[config.mk]
export PLATFORM = sky130hd
export DESIGN_NAME = ipv4_hdr_parser
export DESIGN_NICKNAME = d
export VERILOG_FILES = /design/src/rtl/ipv4_hdr_pkg.sv /design/src/rtl/ip_csum_acc.sv /design/src/rtl/ipv4_hdr_parser.sv
export SDC_FILE = /design/constraint.sdc
export NUM_CORES = 1
export LEC_CHECK = 0
export CAP_MARGIN = 20
export CORE_MARGIN = 10
export CORE_UTILIZATION = 49
export DETAILED_ROUTE_END_ITERATION = 12
export GPL_TIMING_DRIVEN = 0
export PLACE_DENSITY = 0.88
export SLEW_MARGIN = 20
export SYNTH_ARGS = -nofsm -noshare
export SYNTH_HDL_FRONTEND = slang
export SYNTH_SLANG_ARGS = --single-unit
[constraint.sdc]
create_clock -name aclk -period 7.4 [get_ports aclk]
set_input_delay 1.11 -clock aclk [delete_from_list [all_inputs] [get_ports aclk]]
set_output_delay 1.11 -clock aclk [all_outputs]
set_load 0.03 [all_outputs]
[src/rtl/ipv4_hdr_pkg.sv]
// Shared types and IPv4 header constants for the header parser.
// Imported by the parser top and the checksum accumulator.
package ipv4_hdr_pkg;

    typedef enum logic [1:0] {
        IDLE,
        FIXED,
        OPTIONS,
        VERDICT
    } state_t;

    typedef enum logic [3:0] {
        ERR_NONE  = 4'd0,
        ERR_VER   = 4'd1,
        ERR_IHL   = 4'd2,
        ERR_LEN   = 4'd3,
        ERR_FRAG  = 4'd4,
        ERR_PROTO = 4'd5,
        ERR_CSUM  = 4'd6,
        ERR_ADDR  = 4'd7,
        ERR_ABORT = 4'd8
    } err_t;

    localparam logic [3:0]  IP_VERSION = 4'd4;
    localparam logic [3:0]  IHL_MIN    = 4'd5;
    localparam logic [5:0]  FIXED_LEN  = 6'd20;
    localparam logic [31:0] BCAST_ADDR = 32'hFFFF_FFFF;
    localparam logic [2:0]  BCAST_IDX  = 3'd7;
    localparam logic [15:0] CSUM_OK    = 16'hFFFF;

    // Byte offsets inside the fixed 20-byte header
    localparam logic [5:0] B_VER_IHL = 6'd0;
    localparam logic [5:0] B_LEN_HI  = 6'd2;
    localparam logic [5:0] B_LEN_LO  = 6'd3;
    localparam logic [5:0] B_FLAGS   = 6'd6;
    localparam logic [5:0] B_FRAG    = 6'd7;
    localparam logic [5:0] B_PROTO   = 6'd9;
    localparam logic [5:0] B_SRC_END = 6'd15;
    localparam logic [5:0] B_DST_END = 6'd19;

    function automatic logic [15:0] csum_add(
        input logic [15:0] a,
        input logic [15:0] b
    );
        logic [16:0] s;
        s = {1'b0, a} + {1'b0, b};
        return s[15:0] + {15'd0, s[16]};
    endfunction

endpackage

[src/rtl/ip_csum_acc.sv]
// Ones-complement 16-bit accumulator fed one byte at a time.
// sum already includes the byte presented when it completes a word.
module ip_csum_acc
    import ipv4_hdr_pkg::*;
(
    input  logic        aclk,
    input  logic        aresetn,
    input  logic        clear,
    input  logic        en,
    input  logic [7:0]  byte_in,
    output logic [15:0] sum
);

    logic [15:0] acc_q;
    logic [7:0]  hi_q;
    logic        odd_q;
    logic [15:0] acc_base;
    logic        odd_base;

    always_comb begin
        acc_base = clear ? 16'd0 : acc_q;
        odd_base = clear ? 1'b0 : odd_q;
        sum      = acc_base;
        if (en && odd_base) begin
            sum = csum_add(acc_base, {hi_q, byte_in});
        end
    end

    always_ff @(posedge aclk or negedge aresetn) begin
        if (!aresetn) begin
            acc_q <= '0;
            hi_q  <= '0;
            odd_q <= 1'b0;
        end else begin
            if (clear) begin
                acc_q <= '0;
                odd_q <= 1'b0;
            end
            if (en) begin
                if (odd_base) begin
                    acc_q <= sum;
                end else begin
                    hi_q <= byte_in;
                end
                odd_q <= !odd_base;
            end
        end
    end

endmodule

[src/rtl/ipv4_hdr_parser.sv]
// Streaming IPv4 header parser: validates a byte-serial header and
// reports accept/reject one cycle after its last byte.
module ipv4_hdr_parser
    import ipv4_hdr_pkg::*;
#(
    parameter int          NUM_ADDR      = 2,
    parameter bit          ACCEPT_BCAST  = 1'b1,
    parameter bit          ALLOW_OPTIONS = 1'b1,
    parameter bit          CHECK_CSUM    = 1'b1,
    parameter bit          FILTER_SRC    = 1'b0,
    parameter logic [7:0]  PROTO         = 8'h11,
    parameter logic [15:0] MAX_LEN       = 16'h05DC
) (
    input  logic                     aclk,
    input  logic                     aresetn,
    input  logic [7:0]               data_in,
    input  logic                     data_valid,
    input  logic                     eth_type_ip_valid,
    input  logic [31:0]              ip_s_addr,
    input  logic [32*NUM_ADDR-1:0]   ip_d_addr_list,
    output logic                     ip_header_done,
    output logic                     ip_header_err,
    output logic [3:0]               err_code,
    output logic [31:0]              ip_src_addr,
    output logic [7:0]               ip_protocol,
    output logic [15:0]              ip_payload_len,
    output logic [2:0]               ip_dst_idx
);

    state_t      state_q, state_n;
    logic [5:0]  cnt_q, cnt_n;
    logic [5:0]  hlen_q, hlen_n;
    logic [15:0] tlen_q, tlen_n;
    logic [7:0]  proto_q, proto_n;
    logic [31:0] src_q, src_n;
    logic [23:0] word_q, word_n;
    logic [2:0]  idx_q, idx_n;
    err_t        code_q, code_n;
    logic        abad_q, abad_n;

    logic        done_q, done_n;
    logic        err_q, err_n;
    err_t        ecode_q, ecode_n;
    logic [31:0] osrc_q, osrc_n;
    logic [7:0]  oproto_q, oproto_n;
    logic [15:0] oplen_q, oplen_n;
    logic [2:0]  oidx_q, oidx_n;

    logic        take;
    logic        last;
    logic        csum_clr;
    logic [5:0]  byte_idx;
    logic [15:0] csum;
    logic [31:0] word;
    logic        hit;
    err_t        fin;

    ip_csum_acc u_csum (
        .aclk    (aclk),
        .aresetn (aresetn),
        .clear   (csum_clr),
        .en      (take),
        .byte_in (data_in),
        .sum     (csum)
    );

    always_comb begin
        state_n  = state_q;
        cnt_n    = cnt_q;
        hlen_n   = hlen_q;
        tlen_n   = tlen_q;
        proto_n  = proto_q;
        src_n    = src_q;
        word_n   = word_q;
        idx_n    = idx_q;
        code_n   = code_q;
        abad_n   = abad_q;
        done_n   = 1'b0;
        err_n    = 1'b0;
        ecode_n  = ecode_q;
        osrc_n   = osrc_q;
        oproto_n = oproto_q;
        oplen_n  = oplen_q;
        oidx_n   = oidx_q;
        take     = 1'b0;
        last     = 1'b0;
        csum_clr = 1'b0;
        byte_idx = cnt_q;
        word     = {word_q, data_in};
        hit      = 1'b0;
        fin      = ERR_NONE;

        unique case (state_q)
            IDLE: begin
                byte_idx = '0;
                take     = data_valid & eth_type_ip_valid;
                if (take) begin
                    code_n   = ERR_NONE;
                    abad_n   = 1'b0;
                    csum_clr = 1'b1;
                    cnt_n    = 6'd1;
                    state_n  = FIXED;
                end
            end
            FIXED, OPTIONS: begin
                take = data_valid;
                if (!data_valid) begin
                    state_n = IDLE;
                    cnt_n   = '0;
                    err_n   = 1'b1;
                    ecode_n = ERR_ABORT;
                end else if (cnt_q == hlen_q - 6'd1) begin
                    last = 1'b1;
                end else begin
                    cnt_n = cnt_q + 6'd1;
                    if (cnt_q == B_DST_END) begin
                        state_n = OPTIONS;
                    end
                end
            end
            VERDICT: begin
                state_n = IDLE;
            end
        endcase

        // A recorded failure is never overwritten, so the earliest check wins
        if (take) begin
            word_n = word[23:0];
            case (byte_idx)
                B_VER_IHL: begin
                    if (data_in[7:4] != IP_VERSION) begin
                        code_n = ERR_VER;
                    end
                    if (code_n == ERR_NONE &&
                        (data_in[3:0] < IHL_MIN ||
                         (data_in[3:0] > IHL_MIN && !ALLOW_OPTIONS))) begin
                        code_n = ERR_IHL;
                    end
                    hlen_n = (data_in[3:0] < IHL_MIN) ? FIXED_LEN
                                                      : {data_in[3:0], 2'b00};
                end
                B_LEN_HI: begin
                    tlen_n[15:8] = data_in;
                end
                B_LEN_LO: begin
                    tlen_n = {tlen_q[15:8], data_in};
                    if (code_n == ERR_NONE &&
                        (tlen_n < {10'd0, hlen_q} || tlen_n > MAX_LEN)) begin
                        code_n = ERR_LEN;
                    end
                end
                B_FLAGS: begin
                    if (code_n == ERR_NONE && data_in[5:0] != 6'd0) begin
                        code_n = ERR_FRAG;
                    end
                end
                B_FRAG: begin
                    if (code_n == ERR_NONE && data_in != 8'd0) begin
                        code_n = ERR_FRAG;
                    end
                end
                B_PROTO: begin
                    proto_n = data_in;
                    if (code_n == ERR_NONE && PROTO != 8'hFF &&
                        data_in != PROTO) begin
                        code_n = ERR_PROTO;
                    end
                end
                B_SRC_END: begin
                    src_n = word;
                    if (FILTER_SRC && word != ip_s_addr) begin
                        abad_n = 1'b1;
                    end
                end
                B_DST_END: begin
                    for (int i = NUM_ADDR - 1; i >= 0; i--) begin
                        if (ip_d_addr_list[32*i +: 32] == word) begin
                            hit   = 1'b1;
                            idx_n = 3'(i);
                        end
                    end
                    if (!hit && ACCEPT_BCAST && word == BCAST_ADDR) begin
                        hit   = 1'b1;
                        idx_n = BCAST_IDX;
                    end
                    if (!hit) begin
                        abad_n = 1'b1;
                    end
                end
                default: ;
            endcase
        end

        if (last) begin
            fin = code_n;
            if (fin == ERR_NONE && CHECK_CSUM && csum != CSUM_OK) begin
                fin = ERR_CSUM;
            end
            if (fin == ERR_NONE && abad_n) begin
                fin = ERR_ADDR;
            end
            state_n = VERDICT;
            cnt_n   = '0;
            if (fin == ERR_NONE) begin
                done_n   = 1'b1;
                ecode_n  = ERR_NONE;
                osrc_n   = src_n;
                oproto_n = proto_n;
                oplen_n  = tlen_n - {10'd0, hlen_q};
                oidx_n   = idx_n;
            end else begin
                err_n   = 1'b1;
                ecode_n = fin;
            end
        end
    end

    always_ff @(posedge aclk or negedge aresetn) begin
        if (!aresetn) begin
            state_q  <= IDLE;
            cnt_q    <= '0;
            hlen_q   <= FIXED_LEN;
            tlen_q   <= '0;
            proto_q  <= '0;
            src_q    <= '0;
            word_q   <= '0;
            idx_q    <= '0;
            code_q   <= ERR_NONE;
            abad_q   <= 1'b0;
            done_q   <= 1'b0;
            err_q    <= 1'b0;
            ecode_q  <= ERR_NONE;
            osrc_q   <= '0;
            oproto_q <= '0;
            oplen_q  <= '0;
            oidx_q   <= '0;
        end else begin
            state_q  <= state_n;
            cnt_q    <= cnt_n;
            hlen_q   <= hlen_n;
            tlen_q   <= tlen_n;
            proto_q  <= proto_n;
            src_q    <= src_n;
            word_q   <= word_n;
            idx_q    <= idx_n;
            code_q   <= code_n;
            abad_q   <= abad_n;
            done_q   <= done_n;
            err_q    <= err_n;
            ecode_q  <= ecode_n;
            osrc_q   <= osrc_n;
            oproto_q <= oproto_n;
            oplen_q  <= oplen_n;
            oidx_q   <= oidx_n;
        end
    end

    assign ip_header_done = done_q;
    assign ip_header_err  = err_q;
    assign err_code       = ecode_q;
    assign ip_src_addr    = osrc_q;
    assign ip_protocol    = oproto_q;
    assign ip_payload_len = oplen_q;
    assign ip_dst_idx     = oidx_q;

endmodule

==> results.cfg <==
[clock_network]
clock_path_buffers = 2
cts_tree = built
cts.clk_slew.worst_paths_ns = 0.08
cts-root-buf = clkbuf_16
cts_max_level = 4
clock_latency_ns = 0.45
ctsHoldBuffers = 0
clock-sinks = 190
numCtsBuffers = 17

[worst_setup_path]
rr_endpoint = ip_src_addr[30]
crit_path_end = ip_src_addr[30]
arrival_ns = 7.50
critPathRequiredTime_ns = 7.73
slowest_delay_ns = 0.56
crit_type = input port to flop
cp_max_fo = 10
slowest_stage = or4b_4
rr_startpoint = state_q[0]
endpoint_kind = flop
rrSetupSlack_ns = 0.23
crit_path_start_kind = input port
reg2regPathDepth = 32
startpoint = data_valid

[floorplanning]
io-pin-count = 173
coreArea_sq_mm = 0.02196
rows = 54
fp.dieH_microns = 170.1
design.die.area_sq_mm = 0.02892
initial_core_util_pct = 50.25
die_w_microns = 170.1

[timing]
hold_viol = 0
fin_skew_ns = 0.01618
tightest_slew_ns = 1.050
maxSlewHeadroom_pct = 30.00
final-max-slew-violation-count = 0
fmax_ghz = 0.1395
holdWs_ns = 0.4976
finalWorstSetupSlack_ns = 0.2299
period_share_pct = 96.89
period_minus_slack_ns = 7.170
finalSetupViolCount = 0

[job]
max-cap-violations = 0

[finish]
n_antenna_cell = 0
num-fill-cells = 1665
area_delta_synth_final_pct = 24.12
nets = 1399
final_cell_mix = dfrtp_1, clkdlybuf4s50_1, nand2_1
final_common_cell = dfrtp_1
drive_gt1_share_pct = 17.53

[global_routing]
grt_pass1_vias = 9234
grt_max_degree = 97
antenna_found_initial = 0
grt_overflow_total = 0
grt_pass1_wl_microns = 51560
grt.total_usage_pct = 22.64

[synthesis]
synthCells = 1086
synth_edf_count = 0
synth_top_area_share_pct = 42.64
ys_warn_count = 0
synth_seq_area_share_pct = 43.12
avgSynthCellArea_sq_um = 10.16
synth_fp_nets = 1219
netlist_area_sq_mm = 0.01103
synth_area_leaders = dfrtp_1, mux2_2, xnor2_1
ys_ff_latch = 190
ys.flop_type = dfrtp_1
async_flop_share_pct = 100.0
synth_top_cell_by_area = dfrtp_1
ys_types = 85

[hold_path]
hp-start = src_q[7]
hold_path_class = flop to flop

[detailed_routing]
first_iter_violations = 814
vias = 9293
dr.pass1.iters = 6
ant_nets = 0
detail_route.wl_per_cell_microns = 21.30
routed_wl_microns = 33180
drcViolationCount = 0
vias_per_cell = 5.965

[run_status]
status = finished clean

[pwr]
ir_drop_v = 0.0002171
powerDensity_mw_per_mm2 = 314.5
power_leakage_nw = 6.109

[place]
place_ws_ns = -2.214
port_buffers = 139
hpwl_microns = 23650
gp_congestion = 0.9274
synthesized netlist by cell type, types with 4 or more instances:
master	n
dfrtp_1	188
nand2_1	125
mux2_2	106
xnor2_1	102
nor2_1	64
clkbuf_1	52
o21ai_0	37
a21oi_1	34
nand4_1	29
inv_1	27
ha_1	23
nor2b_1	21
nand3_1	19
xor2_1	18
nor3_1	17
and2_1	16
nor4_1	14
mux2i_1	11
a31oi_1	10
a211oi_1	9
buf_1	9
a21o_1	8
buf_2	8
mux2_4	8
nand2b_1	7
o31ai_1	7
and3_1	5
o211a_1	5
or4_1	5
a2111oi_0	4
a221oi_1	4
o2111ai_1	4
o211ai_1	4
what timing repair did:
action                     4_1_cts  5_1_grt
pin swaps                       11       10
setup endpoints to repair       67       59
setup buffers                   11       11
resized for setup               27       19
worst min path at each step:
stage	to	slack [ns]	depth (start not counted)
final	src_q[7]	0.50	1
after global routing	src_q[0]	0.51	1
after CTS	src_q[0]	0.50	1
after detailed placement	src_q[0]	0.48	1
after global placement	src_q[8]	0.47	1
after floorplan	src_q[2]	0.45	2
through the flow:
step                      total power, W  util, %  TNS (ns)  std cells  cell area, sq um
final                           0.004307    62.36         0       1558             13690
after global routing            0.004551    62.36  -0.03658       1558             13690
after CTS                       0.004241    61.87         0       1548             13590
after detailed placement        0.003231    58.38   -130.79       1507             12820
after global placement          0.003155    58.18   -573.26       1505             12780
after floorplan                 0.002735        -         0       1086             11030
final cells by class:
type	count	area (sq um)	area share, %
tap	280	350.3	2.558
clock inverter	14	173.9	1.270
clock buffer	17	425.4	3.106
inverter	29	108.9	0.7949
buffer	72	336.6	2.458
timing repair buffer	163	1588	11.59
multi-input combinational	793	5954	43.48
sequential	190	4757	34.74
worst max-delay path: cells and delay by family:
kind | cells | cell delay [ns]
buf+inv | 5 | 0.80
xor+xnor | 1 | 0.16
compound gates | 8 | 1.64
fa+ha+maj | 5 | 1.08
mux | 1 | 0.31
simple gates | 10 | 2.34
state kept, by name (all words and copies together), names as in the netlist, 3 cells and up:
signal / flops
src_q: 32
hlen_q: 4
u_csum.hi_q: 8
tlen_q: 16
ip_protocol: 8
ip_payload_len: 16
idx_q: 3
ip_dst_idx: 3
cnt_q: 6
u_csum.acc_q: 16
ip_src_addr: 32
word_q: 24
err_code: 4
proto_q: 8
code_q: 4
logic make-up after synthesis:
family / count (synthesis) / synth area share, %
buffers and inverters: 103 / 3.867
muxes: 125 / 12.91
adders and majority gates: 27 / 3.153
xor gates and xnor gates: 122 / 9.821
DFF: 190 / 43.12
and+or+nand+nor: 347 / 15.71
AOI/OAI and AO/OA: 172 / 11.43
per-layer routing:
layer / track usage (%) / share of wire, % / up-vias
met4: 9.611 / 3.4 / 0
met1: 28.42 / 40 / 4597
li1: - / - / 4183
met2: 37.44 / 49 / 426
met5: 0 / 0 / -
met3: 4.396 / 7.4 / 87
report_power, final:
group / switching, W / internal, W
sequential: 0.000142 / 0.00121
combinational: 0.00121 / 0.000803
clock: 0.000457 / 0.000486
total: 0.00181 / 0.00250
Note: power is estimated with default switching activity, not from simulation.
